## config.mk

```make
export PLATFORM = sky130hd
export DESIGN_NAME = uart_rx
export DESIGN_NICKNAME = d
export VERILOG_FILES = /design/src/rtl/uart_rx.sv
export SDC_FILE = /design/constraint.sdc
export NUM_CORES = 1
export LEC_CHECK = 0
export ABC_CLOCK_PERIOD_IN_PS = 2500
export CELL_PAD_IN_SITES_DETAIL_PLACEMENT = 0
export CELL_PAD_IN_SITES_GLOBAL_PLACEMENT = 1
export CORE_MARGIN = 1.5
export CORE_UTILIZATION = 43
export DETAILED_ROUTE_END_ITERATION = 8
export PLACE_DENSITY = 0.8
export SYNTH_ARGS = -nofsm -noshare
export SYNTH_HDL_FRONTEND = slang
export SYNTH_SLANG_ARGS = --single-unit
```

## constraint.sdc

```tcl
create_clock -name clk -period 2.5 [get_ports clk]
set_clock_uncertainty 0.05 [all_clocks]
set_input_delay 0.375 -clock clk [delete_from_list [all_inputs] [get_ports clk]]
set_output_delay 0.375 -clock clk [all_outputs]
set_load 0.05 [all_outputs]
```

## src/rtl/uart_rx.sv

```systemverilog
// UART receiver: 2-flop line synchroniser, mid-bit sampling FSM, one-cycle o_dv / o_frame_err strobes.
// Define UART_RX_MAJORITY_EN to replace each single sample by a 3-sample majority vote (+1 cycle latency).
module uart_rx #(
    parameter int WIDTH         = 8,
    parameter int DIVISOR       = 100,
    parameter int LITTLE_ENDIAN = 0
) (
    input  logic             clk,
    input  logic             i_reset_n,
    input  logic             i_rx,
    output logic [WIDTH-1:0] o_data,
    output logic             o_dv,
    output logic             o_frame_err,
    output logic             o_busy
);

    localparam int H  = DIVISOR / 2;
    localparam int TW = $clog2(DIVISOR);
    localparam int IW = $clog2(WIDTH + 1);

    localparam logic [TW-1:0] T_LAST   = TW'(DIVISOR - 1);
    localparam logic [IW-1:0] IDX_LAST = IW'(WIDTH - 1);

    typedef enum logic [2:0] {
        S_IDLE,
        S_START,
        S_DATA,
        S_STOP,
        S_BREAK
    } state_t;

    state_t           state_q;
    logic             sync1_q;
    logic             rx_s_q;
    logic [TW-1:0]    timer_q;
    logic [IW-1:0]    bit_idx_q;
    logic [WIDTH-1:0] shift_q;
    logic [WIDTH-1:0] shift_d;
    logic             sample_bit;
    logic             timer_wrap;

    always_ff @(posedge clk) begin
        if (!i_reset_n) begin
            sync1_q <= 1'b1;
            rx_s_q  <= 1'b1;
        end else begin
            sync1_q <= i_rx;
            rx_s_q  <= sync1_q;
        end
    end

`ifdef UART_RX_MAJORITY_EN
    // Decisions are taken one cycle after the nominal sample point; the timer
    // restarts at 1 after the start bit so later targets keep their spacing.
    localparam logic [TW-1:0] START_DECIDE = TW'(H);
    localparam logic [TW-1:0] BIT_DECIDE   = '0;
    localparam logic [TW-1:0] DATA_T0      = TW'(1);

    logic [1:0] hist_q;

    always_ff @(posedge clk) begin
        if (!i_reset_n) begin
            hist_q <= 2'b11;
        end else begin
            hist_q <= {hist_q[0], rx_s_q};
        end
    end

    assign sample_bit = (hist_q[1] & hist_q[0]) | (hist_q[1] & rx_s_q) | (hist_q[0] & rx_s_q);
`else
    localparam logic [TW-1:0] START_DECIDE = TW'(H - 1);
    localparam logic [TW-1:0] BIT_DECIDE   = T_LAST;
    localparam logic [TW-1:0] DATA_T0      = '0;

    assign sample_bit = rx_s_q;
`endif

    assign timer_wrap = (timer_q == T_LAST);

    generate
        if (WIDTH == 1) begin : g_shift_one
            assign shift_d = sample_bit;
        end else if (LITTLE_ENDIAN != 0) begin : g_shift_lsb_first
            assign shift_d = {sample_bit, shift_q[WIDTH-1:1]};
        end else begin : g_shift_msb_first
            assign shift_d = {shift_q[WIDTH-2:0], sample_bit};
        end
    endgenerate

    always_ff @(posedge clk) begin
        if (!i_reset_n) begin
            state_q     <= S_IDLE;
            timer_q     <= '0;
            bit_idx_q   <= '0;
            shift_q     <= '0;
            o_data      <= '0;
            o_dv        <= 1'b0;
            o_frame_err <= 1'b0;
            o_busy      <= 1'b0;
        end else begin
            o_dv        <= 1'b0;
            o_frame_err <= 1'b0;
            case (state_q)
                S_IDLE: begin
                    if (!rx_s_q) begin
                        state_q <= S_START;
                        timer_q <= '0;
                        o_busy  <= 1'b1;
                    end
                end
                S_START: begin
                    if (timer_q == START_DECIDE) begin
                        if (sample_bit) begin
                            state_q <= S_IDLE;
                            o_busy  <= 1'b0;
                        end else begin
                            state_q   <= S_DATA;
                            timer_q   <= DATA_T0;
                            bit_idx_q <= '0;
                        end
                    end else begin
                        timer_q <= timer_q + TW'(1);
                    end
                end
                S_DATA: begin
                    timer_q <= timer_wrap ? '0 : timer_q + TW'(1);
                    if (timer_q == BIT_DECIDE) begin
                        shift_q   <= shift_d;
                        bit_idx_q <= bit_idx_q + IW'(1);
                        if (bit_idx_q == IDX_LAST) begin
                            state_q <= S_STOP;
                        end
                    end
                end
                S_STOP: begin
                    timer_q <= timer_wrap ? '0 : timer_q + TW'(1);
                    if (timer_q == BIT_DECIDE) begin
                        if (sample_bit) begin
                            o_data  <= shift_q;
                            o_dv    <= 1'b1;
                            state_q <= S_IDLE;
                            o_busy  <= 1'b0;
                        end else begin
                            o_frame_err <= 1'b1;
                            state_q     <= S_BREAK;
                        end
                    end
                end
                S_BREAK: begin
                    // A line held low after a bad stop bit must not start new frames.
                    if (rx_s_q) begin
                        state_q <= S_IDLE;
                        o_busy  <= 1'b0;
                    end
                end
                default: begin
                    state_q <= S_IDLE;
                    o_busy  <= 1'b0;
                end
            endcase
        end
    end

endmodule

```

# == After elaboration in Yosys (flattened, before gate mapping) ==
# Cells that the tools add are included.
# word_totals
regBits,35
out_inout_bits,11
# classes
eq_ne,14
add_sub_neg,2
n_bitwise,1
mux,24
n_reduce_logical,10
# op_table
op,n
2-to-1 mux 3 bit,7
2-to-1 mux 7 bit,3
case mux 7 bit (3 select lines),1
case mux 3 bit (5 select lines),1
!= test 2 bit (second input constant),7
2-to-1 mux 4 bit,3
case mux 4 bit (2 select lines),1
AND reduction 4 bit,2
adder 7 x 1 -> 7 bit (second input constant),1
equality test 7 x 6 -> 1 bit (second input constant),1
equality test 7 bit (second input constant),1
equality test 3 x 2 -> 1 bit (second input constant),2
2-to-1 mux 1 bit,6
AND reduction 3 bit,2
AND reduction 6 bit,1
case mux 1 bit (5 select lines),1
adder 4 x 1 -> 4 bit (second input constant),1
equality test 4 x 3 -> 1 bit (second input constant),1
equality test 3 x 1 -> 1 bit (second input constant),1
equality test 3 bit (second input constant),1
logical NOT 3 bit,1
nonzero test 3 bit,1
2-to-1 mux 2 bit,1
AND reduction 2 bit,1
other kinds (3),3

# == Longest topological paths before layout ==
# depth
word_depth,4
ltp_mapped,7
ltp_nobuf,7

# == Worst setup path after synthesis ==
# Ideal clock, no wire load.
# synth_path
path_type,register -> register
start,register timer_q[3]
end,register bit_idx_q[2]
setup_time_ps,115
stages_incl_launch_ff,7
arrival_ps,1769
t_required_ps,2335
setup_slack_ps,567
n_path_buf,1
cell_sequence,dfxtp_1 -> or3b_1 -> buf_6 -> nor3_2 -> a31oi_1 -> o21a_1 -> o21a_1
# synth_via
elab_chain_cells,3
elab_cells_between_ends,5
cone_classes,4 x eq/ne; 1 x reduce/logical
# synth_lines
element,line_no,rtl
start: declaration,35,logic [TW-1:0] timer_q;
start signal: assignment,122,timer_q <= timer_q + TW'(1);
start signal: assignment,126,timer_q <= timer_wrap ? '0 : timer_q + TW'(1);
start signal: assignment,136,timer_q <= timer_wrap ? '0 : timer_q + TW'(1);
equality test 7 bit or equality test 7 x 6 -> 1 bit (tied branches),"127, 112",
!= test 2 bit (no source line),--,
AND reduction 4 bit (no source line) (*),--,
end signal: assignment,129,bit_idx_q <= bit_idx_q + IW'(1);
end: declaration,36,logic [IW-1:0] bit_idx_q;
# Every way passes the cells marked *; elsewhere a longest branch is shown, timed or not.
# A chain may end at the register's enable or synchronous reset.

# == Worst setup path in the final report ==
# layout_path
start,register state_q[1]
end,register bit_idx_q[3]
# layout_via
elab_chain_cells,3
elab_cells_between_ends,8
cone_classes,5 x eq/ne; 1 x mux; 2 x reduce/logical
# layout_lines
element,line_no,rtl
start: declaration,32,state_t state_q;
start signal: assignment,92,state_q <= S_IDLE;
start signal: assignment,106,state_q <= S_START;
start signal: assignment,114,state_q <= S_IDLE;
equality test 3 x 1 -> 1 bit or equality test 3 x 2 -> 1 bit (tied branches),103,case (state_q)
!= test 2 bit (no source line) or nonzero test 2 bit (tied branches),--,
AND reduction 4 bit (no source line),--,
# Parallel ways exist; a longest one is shown, timed or not.

==> results.ini <==
[status]
outcome=complete, no violations

[sta]
grt_setup_unrepaired=no
hold_violations=0
fmax_mhz=466
setup_tns_ns=0
fin_crit_ns=2.14
maxSlewViolCount=0
worst_pin_slew_ns=0.561
relSlewSlack_pct=62.5
fin_crit_sh_pct=85.7
setup_viol=0

[worst_hold_path]
hp-class=reg -> reg

[clocking]
clock_path_buffers=2
cts_root_buf=clkbuf_8
cts_tree=yes
cts_setup_buffers=0
cts.sinks=35
clk-insertion-delay-late_ns=0.29
cts_resized=0
htreeDepth=2
hold_buffers=0
cts.clk_slew.worst_paths_ns=0.08
numCtsBuffers=5

[routing]
via_count=1402
drt-initial-drc-count=93
vias_per_cell=5.39
route.detailed.drc=0
drt-total-wl_um=3420
final_antenna_net_count=0
wl_per_cell_um=13.1
drt_pass1_iterations=4

[critical_path]
crit_path_start=state_q[1]
worstPathArrival_ns=2.32
endpoint_kind=flip-flop
critPathCapture=bit_idx_q[3]
regToRegStartpoint=state_q[1]
cp.required_ns=2.68
rr_worst_depth=4
reg2reg_to=bit_idx_q[3]
crit_path_max_fanout=13
worstSetupPathType=reg -> reg
r2r_slack_ns=0.36
startpoint_type=flip-flop

[pwr]
peakVddDrop_mv=0.472
p_comb_share_pct=21.8
power_frac_seq_pct=47.1
switching_share_pct=31.8
p_int_mw=0.898
power_density_nw_per_um2=671
pwr-share-clk_pct=31.1
power_mw=1.32
p_leak_nw=0.672
switchingPower_mw=0.418

[grt]
grt_use_met1_pct=21.4
grt_usage_pct=17.8
first_global_vias=1287
grt_max_degree=24
grt_util_met2_pct=28.5
grt_use_met3_pct=6.64
antenna_found_initial=0
grt_busiest_layer=met2
grt_remaining_overflow=0
grt_pass1_wl_um=5780

[die]
ioPinCount=14
core_area_um2=3740
fp.dieH_um=66.0
start_util_pct=45.6
rows=22
die_width_um=66.0
die_area_um2=4360

[layout]
antenna_cells=0
drive_gt1_share_pct=8.49
area_growth_pct=14.9
final_nets=217
nFillCells=370
regArea_um2=701
multi_input_comb_area_um2=937

[synth]
yosys_warnings=0
ys_ff_latch=35
ys.flop_type=dfxtp_1
syn_area_per_cell_um2=8.58
synth.largest_area_cell=dfxtp_1
async_flop_share_pct=0
synth-edff-count=0
ys_seq_area_share_pct=41.0
synth_top_cell_area_share_pct=41.0
ys_types=43
netlist_area_um2=1710
syn_inst=199
synth_area_leaders=dfxtp_1 41%, nand2_1 6.4%, nor2b_1 5.1%
synth_common_cells=35 x dfxtp_1, 29 x nand2_1, 14 x nor2b_1, 11 x nor2_1, 10 x a21boi_0
synth_fp_nets=205
synth_most_common_cell=dfxtp_1

[placement]
numPortBuffers=13
routabilityCongestion=0.783
place.detailed.hpwl_um=2380

[job]
cap_violations=0

## sequential cells by signal, summed over array words and instances (netlist names)
register     cells
bit_idx_q        4
o_busy           1
o_data           8
o_dv             1
o_frame_err      1
rx_s_q           1
shift_q          8
state_q          3
sync1_q          1
timer_q          7
## power groups by stage
stage | combinational (mW) | clock (mW) | sequential, mW
after detailed placement | 0.287 | 0 | 0.632
final | 0.287 | 0.409 | 0.620
after CTS | 0.288 | 0.420 | 0.620
after global placement | 0.282 | 0 | 0.631
after global routing | 0.318 | 0.450 | 0.625
after floorplan | 0.219 | 0 | 0.632
## cells by family after synthesis
| logic type | count (synthesis) | synth area share (%) |
|---|---|---|
| AOI/OAI and AO/OA | 50 | 20.3 |
| and+or+nand+nor | 87 | 27.3 |
| muxes | 8 | 4.69 |
| adders and majority gates | 3 | 2.20 |
| DFF | 35 | 41.0 |
| buffers and inverters | 16 | 4.47 |
## worst min path at each step
| stage | to | slack (ns) | from | cells after the start |
|---|---|---|---|---|
| floorplan | rx_s_q | 0.34 | sync1_q | 1 |
| global placement | rx_s_q | 0.36 | sync1_q | 1 |
| detailed placement | rx_s_q | 0.35 | sync1_q | 1 |
| CTS | rx_s_q | 0.37 | sync1_q | 1 |
| global route | rx_s_q | 0.40 | sync1_q | 1 |
| finish | rx_s_q | 0.36 | sync1_q | 1 |
## critical path, cell delays in order, from the launching register on
cell and delay (ns):
dfxtp_1 0.57, or3b_2 0.55, or3_4 0.42, or3_1 0.37, a21boi_1 0.12
## cell usage in the layout (no fill, tap or decap), types with 3 or more instances in the layout
cell type         n
dfxtp_1          35
nand2_1          29
nor2b_1          14
clkdlybuf4s50_1  13
nor2_1           11
a21boi_0         10
a21oi_1           9
mux2i_1           8
o21ai_0           6
nand3_1           5
clkbuf_8          5
inv_1             4
nand2b_1          4
buf_4             4
nor3b_1           3
nand3b_1          3
and2_1            3
and3_1            3
o211ai_1          3
o21a_1            3
ha_1              3
## per-stage QoR
step | util [%] | setup slack (ns) | cell area [µm²] | hold WS (ns) | std cells
final | 52.4 | 0.356 | 1960 | 0.358 | 260
after global routing | 52.4 | 0.182 | 1960 | 0.398 | 260
after CTS | 52.4 | 0.360 | 1960 | 0.368 | 260
after detailed placement | 50.0 | 0.381 | 1870 | 0.352 | 252
after global placement | 50.0 | 0.391 | 1870 | 0.360 | 252
after floorplan | - | 0.567 | 1710 | 0.336 | 199
## layout make-up
type                       instances  share of cell area (%)
multi-input combinational        148                    47.8
sequential                        35                    35.7
timing repair buffer              17                    8.16
clock buffer                       5                    3.51
tap                               48                    3.06
clock inverter                     3                    1.02
inverter                           4                   0.765
## metal layers
| layer | wire (µm) | share of wire (%) |
|---|---|---|
| met4 | 54 | 1.6 |
| met5 | 0 | 0 |
| met1 | 1600 | 47 |
| met3 | 164 | 4.8 |
| met2 | 1590 | 47 |
(Power assumes the default switching activity.)
